**config.mk**
```make
export PLATFORM = sky130hd
export DESIGN_NAME = prog_clk_divider
export DESIGN_NICKNAME = d
export VERILOG_FILES = /design/src/rtl/prog_clk_divider.sv
export SDC_FILE = /design/constraint.sdc
export NUM_CORES = 1
export LEC_CHECK = 0
export CORE_MARGIN = 1.5
export CORE_UTILIZATION = 60
export CTS_BUF_LIST = sky130_fd_sc_hd__clkbuf_4 sky130_fd_sc_hd__clkbuf_8
export CTS_CLUSTER_SIZE = 20
export DETAILED_ROUTE_END_ITERATION = 7
export GPL_TIMING_DRIVEN = 1
export PLACE_DENSITY = 0.78
export SLEW_MARGIN = 20
export SYNTH_ARGS = -nofsm -noshare
export SYNTH_HDL_FRONTEND = slang
export SYNTH_SLANG_ARGS = --single-unit
```
**constraint.sdc**
```tcl
create_clock -name clk -period 9.6 [get_ports clk]
set_input_delay 1.92 -clock clk [delete_from_list [all_inputs] [get_ports clk]]
set_output_delay 1.92 -clock clk [all_outputs]
set_load 0.01 [all_outputs]
```
**src/rtl/prog_clk_divider.sv**
```systemverilog
// Multi-channel programmable clock divider: per-channel 50% square wave plus rising-edge tick.
// Latency: load response one cycle after ld; new half-period applied at the channel's next toggle.
// Backpressure: none; every ld cycle gets exactly one ld_ack or ld_err pulse.
module prog_clk_divider #(
  parameter int CLK_FREQ = 50_000_000,
  parameter int DEF_FREQ = 1,
  parameter int N_CH     = 4,
  parameter int DIV_W    = 32,
  localparam int CH_W    = (N_CH > 1) ? $clog2(N_CH) : 1
) (
  input  logic             clk,
  input  logic             rst,
  input  logic [N_CH-1:0]  en,
  input  logic             ld,
  input  logic [CH_W-1:0]  ld_ch,
  input  logic [DIV_W-1:0] ld_half,
  output logic             ld_ack,
  output logic             ld_err,
  output logic [N_CH-1:0]  clk_div,
  output logic [N_CH-1:0]  tick
);

  localparam int DEF_HALF_I = CLK_FREQ / (2 * DEF_FREQ);
  localparam logic [DIV_W-1:0] DEF_HALF = (DEF_HALF_I < 1) ? DIV_W'(1) : DIV_W'(DEF_HALF_I);

  typedef struct packed {
    logic [DIV_W-1:0] count;
    logic [DIV_W-1:0] half;
    logic [DIV_W-1:0] pend;
    logic             pend_vld;
  } ch_t;

  ch_t             ch_q [N_CH];
  logic            ld_acc;
  logic [N_CH-1:0] ld_hit;
  logic [N_CH-1:0] wrap;

  // A zero half-period would never wrap, so it is rejected along with out-of-range channels.
  always_comb begin
    ld_acc = ld && (ld_half != '0) && (32'(ld_ch) < N_CH);
    ld_hit = '0;
    wrap   = '0;
    for (int i = 0; i < N_CH; i++) begin
      ld_hit[i] = ld_acc && (ld_ch == CH_W'(i));
      wrap[i]   = en[i] && (ch_q[i].count == ch_q[i].half - DIV_W'(1));
    end
  end

  always_ff @(posedge clk) begin
    if (!rst) begin
      ld_ack  <= 1'b0;
      ld_err  <= 1'b0;
      clk_div <= '0;
      tick    <= '0;
      for (int i = 0; i < N_CH; i++) begin
        ch_q[i].count    <= '0;
        ch_q[i].half     <= DEF_HALF;
        ch_q[i].pend     <= '0;
        ch_q[i].pend_vld <= 1'b0;
      end
    end else begin
      ld_ack <= ld_acc;
      ld_err <= ld && !ld_acc;
      for (int i = 0; i < N_CH; i++) begin
        if (!en[i]) begin
          ch_q[i].count <= '0;
          clk_div[i]    <= 1'b0;
          tick[i]       <= 1'b0;
          if (ch_q[i].pend_vld) begin
            ch_q[i].half     <= ch_q[i].pend;
            ch_q[i].pend_vld <= 1'b0;
          end
        end else if (wrap[i]) begin
          ch_q[i].count <= '0;
          clk_div[i]    <= ~clk_div[i];
          tick[i]       <= ~clk_div[i];
          if (ch_q[i].pend_vld) begin
            ch_q[i].half     <= ch_q[i].pend;
            ch_q[i].pend_vld <= 1'b0;
          end
        end else begin
          ch_q[i].count <= ch_q[i].count + DIV_W'(1);
          tick[i]       <= 1'b0;
        end
        // A load landing on a wrap cycle stays pending; the wrap above used the old value.
        if (ld_hit[i]) begin
          ch_q[i].pend     <= ld_half;
          ch_q[i].pend_vld <= 1'b1;
        end
      end
    end
  end

endmodule

```
# After elaboration in Yosys (flattened, before gate mapping)
# Memories as Yosys holds them, arrays and structs flattened.
# Index checks and enable logic that the tools add are counted.
# op_classes
n_addsub	8
n_eq_ne	7
muxes	125
bitwise_logic	40
reduce_logical	21
# op_table
op	count
32-bit two-way mux	24
32-bit by 1-bit adder with 32-bit output, second input constant	4
32-bit equality test	4
32-bit by 1-bit subtractor with 32-bit output, second input constant	4
1-bit two-way mux	101
1-bit bitwise OR	36
32-bit nonzero test	1
3-bit AND reduction	4
1-bit logical AND	10
2-bit AND reduction	4
2-bit equality test, second input constant	2
1-bit NOT	4
2-bit by 1-bit equality test with 1-bit output, second input constant	1
2-bit logical NOT	1
1-bit logical NOT	1
# totals
reg_bits	10
mem_bits_rw	388
inputBits	41
output_inout_bits	10
elab_cells	212
memories	1
# memory_table
memory	words	width	read_ports	rd_clocked_by_memory_dff	write_ports	line_no	rtl
ch_q	4	97	4	0	4	33	ch_t ch_q [N_CH];

# Longest topological paths before layout
# Gate-level depths: netlist of the first run.
# An unclocked memory read counts as a cell.
# logic_depth
word_depth	10
ltp_mapped	13
mapped_depth_nobuf	10

# Worst setup path after synthesis of the first run
# No wires, ideal clock.
# synth_path
kind	reg-to-reg
from	mem ch_q[3][33] (netlist name)
to	mem ch_q[3][33] (netlist name) (enable)
setup_time_ns	0.470
t_arrival_ns	5.572
t_required_ns	9.130
setup_slack_ns	3.558
path_stages_with_launch	11
n_path_buf	0
period_less_slack_ns	6.042
cell_sequence	edfxtp_1 > inv_1 > ha_1 > or4b_1 > or4_4 > mux2_1 > o211ai_1 > o21ai_0 > or4b_4 > o31ai_1 > a21boi_0
# synth_rtl
element	line_no
start: declaration	33

==> results of run 1 <==
[worst min-delay path by stage]
| stage | startpoint | end | slack (ps) | depth (start not counted) |
|---|---|---|---|---|
| final | clk_div[0] | clk_div[0] | 500 | 2 |
| after global routing | ch_q[1][22] | ch_q[1][54] | 520 | 1 |
| after detailed placement | clk_div[0] | clk_div[0] | 480 | 2 |
| after global placement | clk_div[0] | clk_div[0] | 470 | 2 |
| after CTS | ch_q[1][22] | ch_q[1][54] | 490 | 1 |
| after floorplan | ch_q[0][7] | ch_q[0][39] | 480 | 1 |
[power breakdown]
| group | internal [mW] | switching [mW] |
|---|---|---|
| combinational | 0.144 | 0.203 |
| sequential | 2.01 | 0.102 |
| clock | 0.886 | 0.683 |
[routing by layer]
layer,routed length (um),track usage
met5,0,0
met4,1844,0.1106
met3,4004,0.05875
met2,22250,0.4314
met1,21730,0.3846
[worst max-delay path: stages, from the launching register on]
cell and delay (ps):
edfxtp_1 470, inv_1 90, ha_1 240, nor4b_1 520
nand4_1 450, or3_1 480, a211o_1 290, a32oi_1 220
or4b_4 530, o31ai_4 250, buf_4 350, a21boi_2 210
buf_4 390
[cells in the mapped netlist, types with 15 or more instances]
cell / number / area (um2)
nand2b_1: 38 / 237.7
nor3_1: 85 / 425.4
xnor2_1: 146 / 1279
nor2_1: 199 / 747.0
nand3_1: 64 / 320.3
and2_1: 145 / 907.1
or3_1: 52 / 325.3
and3_1: 56 / 350.3
o21ai_0: 40 / 200.2
and4_1: 15 / 131.4
or4_1: 22 / 165.2
nor3b_1: 26 / 195.2
nand4_1: 49 / 306.5
dfxtp_1: 42 / 840.8
xor2_1: 133 / 1165
a21oi_1: 20 / 100.1
edfxtp_1: 356 / 10690
clkbuf_1: 73 / 274.0
nor2b_1: 15 / 93.84
nor4_1: 48 / 300.3
inv_1: 39 / 146.4
nand2_1: 102 / 382.9
[layout make-up]
cell class	instances	share of cell area
clock buffer	85	0.04461
tap	455	0.02374
multi-input combinational	1546	0.4055
antenna	1	0.0001043
inverter	39	0.006104
clock inverter	31	0.01268
timing repair buffer	68	0.02640
sequential	398	0.4808
[logic make-up after synthesis]
family | after synthesis | share of synthesized area
and+or+nand+nor | 974 | 0.2533
other | 1 | 0.0001761
xor gates and xnor gates | 279 | 0.1148
buffers and inverters | 120 | 0.02156
adders and majority gates | 8 | 0.004701
muxes | 10 | 0.004819
AOI/OAI and AO/OA | 179 | 0.05911
DFF | 398 | 0.5415
[registers in the layout, summed over array words and instances (netlist names)]
name     cells
clk_div      4
ld_ack       1
tick         4
ld_err       1
ch_q       388
==> flow_metrics.tcl, run 1 <==
set metrics [dict create \
    core_area_um2 34710 \
    viasPerCell 5.898 \
    layoutNonFillerInstCount 2623 \
    worst_hold_slack_ps 495.2 \
    nets 2163 \
    post_cts_resized 0 \
    r2r_slack_ps 4700 \
    grt_pass1_wl_um 79010 \
    status "complete, no violations" \
    dp_hpwl_um 36590 \
    worst_slack_ps 4700 \
    r2r_end "ch_q[3][47]" \
    ctsRootBufferMaster "clkbuf_8" \
    fin_area_um2 23980 \
    ant_nets 0 \
    cp-end-kind "register" \
    finalWirelength_um 49830 \
    multiInputGateArea_um2 9726 \
    fin_crit_sh 0.5104 \
    clockBufferDepth 3 \
    ys_seq_area_frac 0.5415 \
    r2r_start "ch_q[3][33]" \
    drive_gt1_frac 0.07522 \
    layout_common_cells "edfxtp_1 (356), nor2_1 (199), xnor2_1 (146)" \
    final_common_cell "edfxtp_1" \
    die_area_um2 36630 \
    synth_seq_cells 398 \
    rows 68 \
    fp.dieW_um 191.4 \
    p_leak_nw 8.095 \
    hold_class "reg2reg" \
    synthFlopType "edfxtp_1" \
    clk_pin_slew_ps 60 \
    fin_skew_ps 18.32 \
    numClockSinks 398 \
    dr.pass1.iters 5 \
    ff_latch_area_um2 11530 \
    ios 51 \
    dp_worst_setup_slack_ps 4613 \
    cp-startpoint "ch_q[3][33]" \
    htree_levels 2 \
    critPathMaxFanout 32 \
    drt_iter0_drc 1471 \
    grtUsageTotal 0.2786 \
    finalSetupViolations 0 \
    drv_cap 0 \
    gp_congestion 0.9453 \
    finalCriticalPeriod_ps 4900 \
    cts_setup_buffers 0 \
    rr_worst_depth 12 \
    fmax_ghz 0.2041 \
    io_buffers 50 \
    p_per_area_nw_per_um2 168.1 \
    ys_warn_count 0 \
    drc_errors 0 \
    antenna_found_initial 4 \
    dp_cells 2506 \
    synth_edf_count 356 \
    grt_max_degree 70 \
    crit_type "reg2reg" \
    post-route-util 0.6909 \
    grt-ovfl-total 0 \
    dr_total_vias 15470 \
    synth.distinct_cells 79 \
    dpl_cell_area_um2 22600 \
    relSlewSlack 0.2905 \
    synthesis.area_um2 21290 \
    peakVddDrop_mv 0.1445 \
    insertion_delay_ps 660 \
    arrival_ps 5210 \
    rsz0062_at_grt "false" \
    fin_setup_tns_ps 0 \
    finalPower_mw 4.031 \
    cts_hold_buf 0 \
    area_growth_pct 12.63 \
    slew_viol_final 0 \
    grt_pass1_vias 14760 \
    synth-async-reset-ratio 0 \
    cp-start-kind "register" \
    postSynthCellCount 1969 \
    chipHeight_um 191.4 \
    initial_utilization 0.6134 \
    cp.required_ps 9910 \
    cts_tree "done" \
    worst_pin_slew_ps 1054 \
    wire_per_inst_um 19.00 \
    finalHoldViolations 0 \
    endpoint "ch_q[3][47]" \
    nFillCells 2581 \
    syn-mean-instance-area_um2 10.81 \
    numCtsBuffers 61 \
]
Note: power is estimated with default switching activity, not from simulation.
==> inputs of run 2 (changes only) <==
- CORE_UTILIZATION: 60 -> 58
- clock period: 9.6 -> 4.48 ns (I/O delays scaled with it)
==> run 2 against run 1 <==
Against the previous run:
- clock-buffer cell count increased by 8
- clock power increased by 100%
- wire length decreased by 0.24%
- first-iteration DRC count increased by 1.9%
- via count increased by 0.90%
- sequential cell count unchanged
- largest cell class unchanged
==> flow_metrics.tcl, run 2 (synthesized netlist as in run 1, its figures left out) <==
set metrics [dict create \
    r2r_start "ch_q[3][33]" \
    antenna_found_initial 4 \
    insertion_delay_ps 640 \
    dp_hpwl_um 35980 \
    cp.required_ps 4880 \
    arrival_ps 4630 \
    fin_setup_tns_ps 0 \
    chipHeight_um 194.6 \
    core_area_um2 35830 \
    numCtsBuffers 66 \
    numClockSinks 398 \
    diodes 0 \
    slowest_stage "or4b_4" \
    cp-end-kind "register" \
    cpPeakStageDelay_ps 530 \
    grtUsageTotal 0.2664 \
    status "complete, no violations" \
    hold_depth 1 \
    crit_type "reg2reg" \
    internal-power_mw 6.393 \
    cts_tree "done" \
    swShare 0.2489 \
    p_clk_frac 0.377 \
    layout_common_cells "edfxtp_1 (356), nor2_1 (199), xnor2_1 (146)" \
    worst_pin_slew_ps 1045 \
    r2r_end "ch_q[3][59]" \
    ant_nets 0 \
    ff_latch_area_um2 11530 \
    worst_slack_ps 250.8 \
    fin_skew_ps 27.01 \
    clk_pin_slew_ps 60 \
    drive_gt1_frac 0.08322 \
    fin_area_um2 24140 \
    slew_viol_final 0 \
    fin_crit_sh 0.9440 \
    clockBufferDepth 3 \
    fp.dieW_um 194.6 \
    rr_worst_depth 11 \
    nFillCells 2733 \
    peakVddDrop_mv 0.3040 \
    p_per_area_nw_per_um2 352.6 \
    die_area_um2 37870 \
    wire_per_inst_um 18.77 \
    dpl_cell_area_um2 22830 \
    r2r_slack_ps 250 \
    finalWirelength_um 49710 \
    pwr-share-comb 0.090 \
    worst_hold_slack_ps 505.3 \
    grt_pass1_vias 14810 \
    largest_reg_flops 388 \
    drt_iter0_drc 1499 \
    path_depth 11 \
    p_leak_nw 8.181 \
    htree_levels 3 \
    drc_errors 0 \
    power.switching_mw 2.118 \
    hold_class "reg2reg" \
    post-route-util 0.6738 \
    dr_total_vias 15610 \
    grt_pass1_wl_um 79230 \
    io_buffers 50 \
    drv_cap 0 \
    cp-start-kind "register" \
    nets 2189 \
    grt_max_degree 72 \
    final_common_cell "edfxtp_1" \
    cp.buffers_inverters 2 \
    area_growth_pct 13.37 \
    dr.pass1.iters 6 \
    ios 51 \
    ctsRootBufferMaster "clkbuf_8" \
    largest-register "ch_q" \
    rsz0062_at_grt "false" \
    grt-ovfl-total 0 \
    gp_congestion 0.9506 \
    initial_utilization 0.5943 \
    relSlewSlack 0.3016 \
    seq_power_share 0.533 \
    finalHoldViolations 0 \
    fmax_ghz 0.2364 \
    rows 69 \
    viasPerCell 5.895 \
    cts_hold_buf 0 \
    crit_family "simple AND/OR/NAND/NOR gates" \
    endpoint "ch_q[3][59]" \
    multiInputGateArea_um2 9743 \
    dp_worst_setup_slack_ps 173.3 \
    reg_top3 "ch_q: 388 flops, clk_div: 4 flops, tick: 4 flops" \
    cp-startpoint "ch_q[3][33]" \
    finalCriticalPeriod_ps 4229 \
    crit_chain "inv_1, ha_1, nor4b_1, nand4_1, or3_1, a211o_1, a32oi_1, or4b_4, o31a_2, buf_4, nor3b_1" \
    critPathMaxFanout 23 \
    finalSetupViolations 0 \
]
==> run 2: changes by cell type in the layout (fill, tap and decap cells not counted), moves of 2 or more <==
cell        before  now
inv_6            1    3
clkinvlp_4       0    2
bufinv_16        6    2
clkbuf_4        16   23
buf_12           0    4
buf_4           19   36
clkinv_2        14    6
==> run 2: final cells by class <==
type                            instances  area share
Inverter                               39    0.006064
Tap cell                              461     0.02389
Multi-Input combinational cell       1546      0.4036
Sequential cell                       398      0.4777
Timing Repair Buffer                   89     0.03483
Clock inverter                         22    0.006842
Clock buffer                           93     0.04706
==> run 2: per-layer routing <==
metal | vias up | routed length, um | part of all wire | GRT usage
met4 | 0 | 1512 | 0.030 | 0.1010
met2 | 603 | 21910 | 0.44 | 0.3967
met1 | 7415 | 21980 | 0.44 | 0.3814
li1 | 7465 | - | - | -
met5 | - | 0 | 0 | 0
met3 | 128 | 4308 | 0.087 | 0.06039
==> run 2: timing repair <==
item,4_1_cts,5_1_grt
setup buffers,0,1
endpoints found under the setup margin,0,24
gates resized for setup,0,1
==> run 2: worst reg2reg max path, cell delays in order (launching register included) <==
cell,delay [ps]
edfxtp_1,460
inv_1,100
ha_1,250
nor4b_1,440
nand4_1,310
or3_1,440
a211o_1,290
a32oi_1,250
or4b_4,530
o31a_2,530
buf_4,230
nor3b_1,220
==> run 2: power by group through the flow <==
stage | Sequential (mW) | Combinational, mW | Clock (mW)
final | 4.53 | 0.770 | 3.21
after floorplan | 4.51 | 0.547 | 0
after detailed placement | 4.60 | 0.754 | 0
after global routing | 4.56 | 0.846 | 3.43
after CTS | 4.53 | 0.760 | 3.27
after global placement | 4.59 | 0.736 | 0
==> run 2: worst min-delay path by stage <==
stage	startpoint	endpoint	slack (ps)
floorplan	ch_q[0][7]	ch_q[0][39]	480
global route	clk_div[3]	tick[3]	520
finish	ch_q[1][22]	ch_q[1][54]	510
global placement	clk_div[2]	clk_div[2]	480
detailed placement	ch_q[2][13]	ch_q[2][45]	490
CTS	ch_q[0][19]	ch_q[0][51]	510
==> run 2: per-stage QoR <==
stage | total power [mW] | std cells
floorplan | 5.060 | 2064
global placement | 5.329 | 2532
detailed placement | 5.356 | 2532
CTS | 8.560 | 2647
global route | 8.840 | 2648
finish | 8.512 | 2648
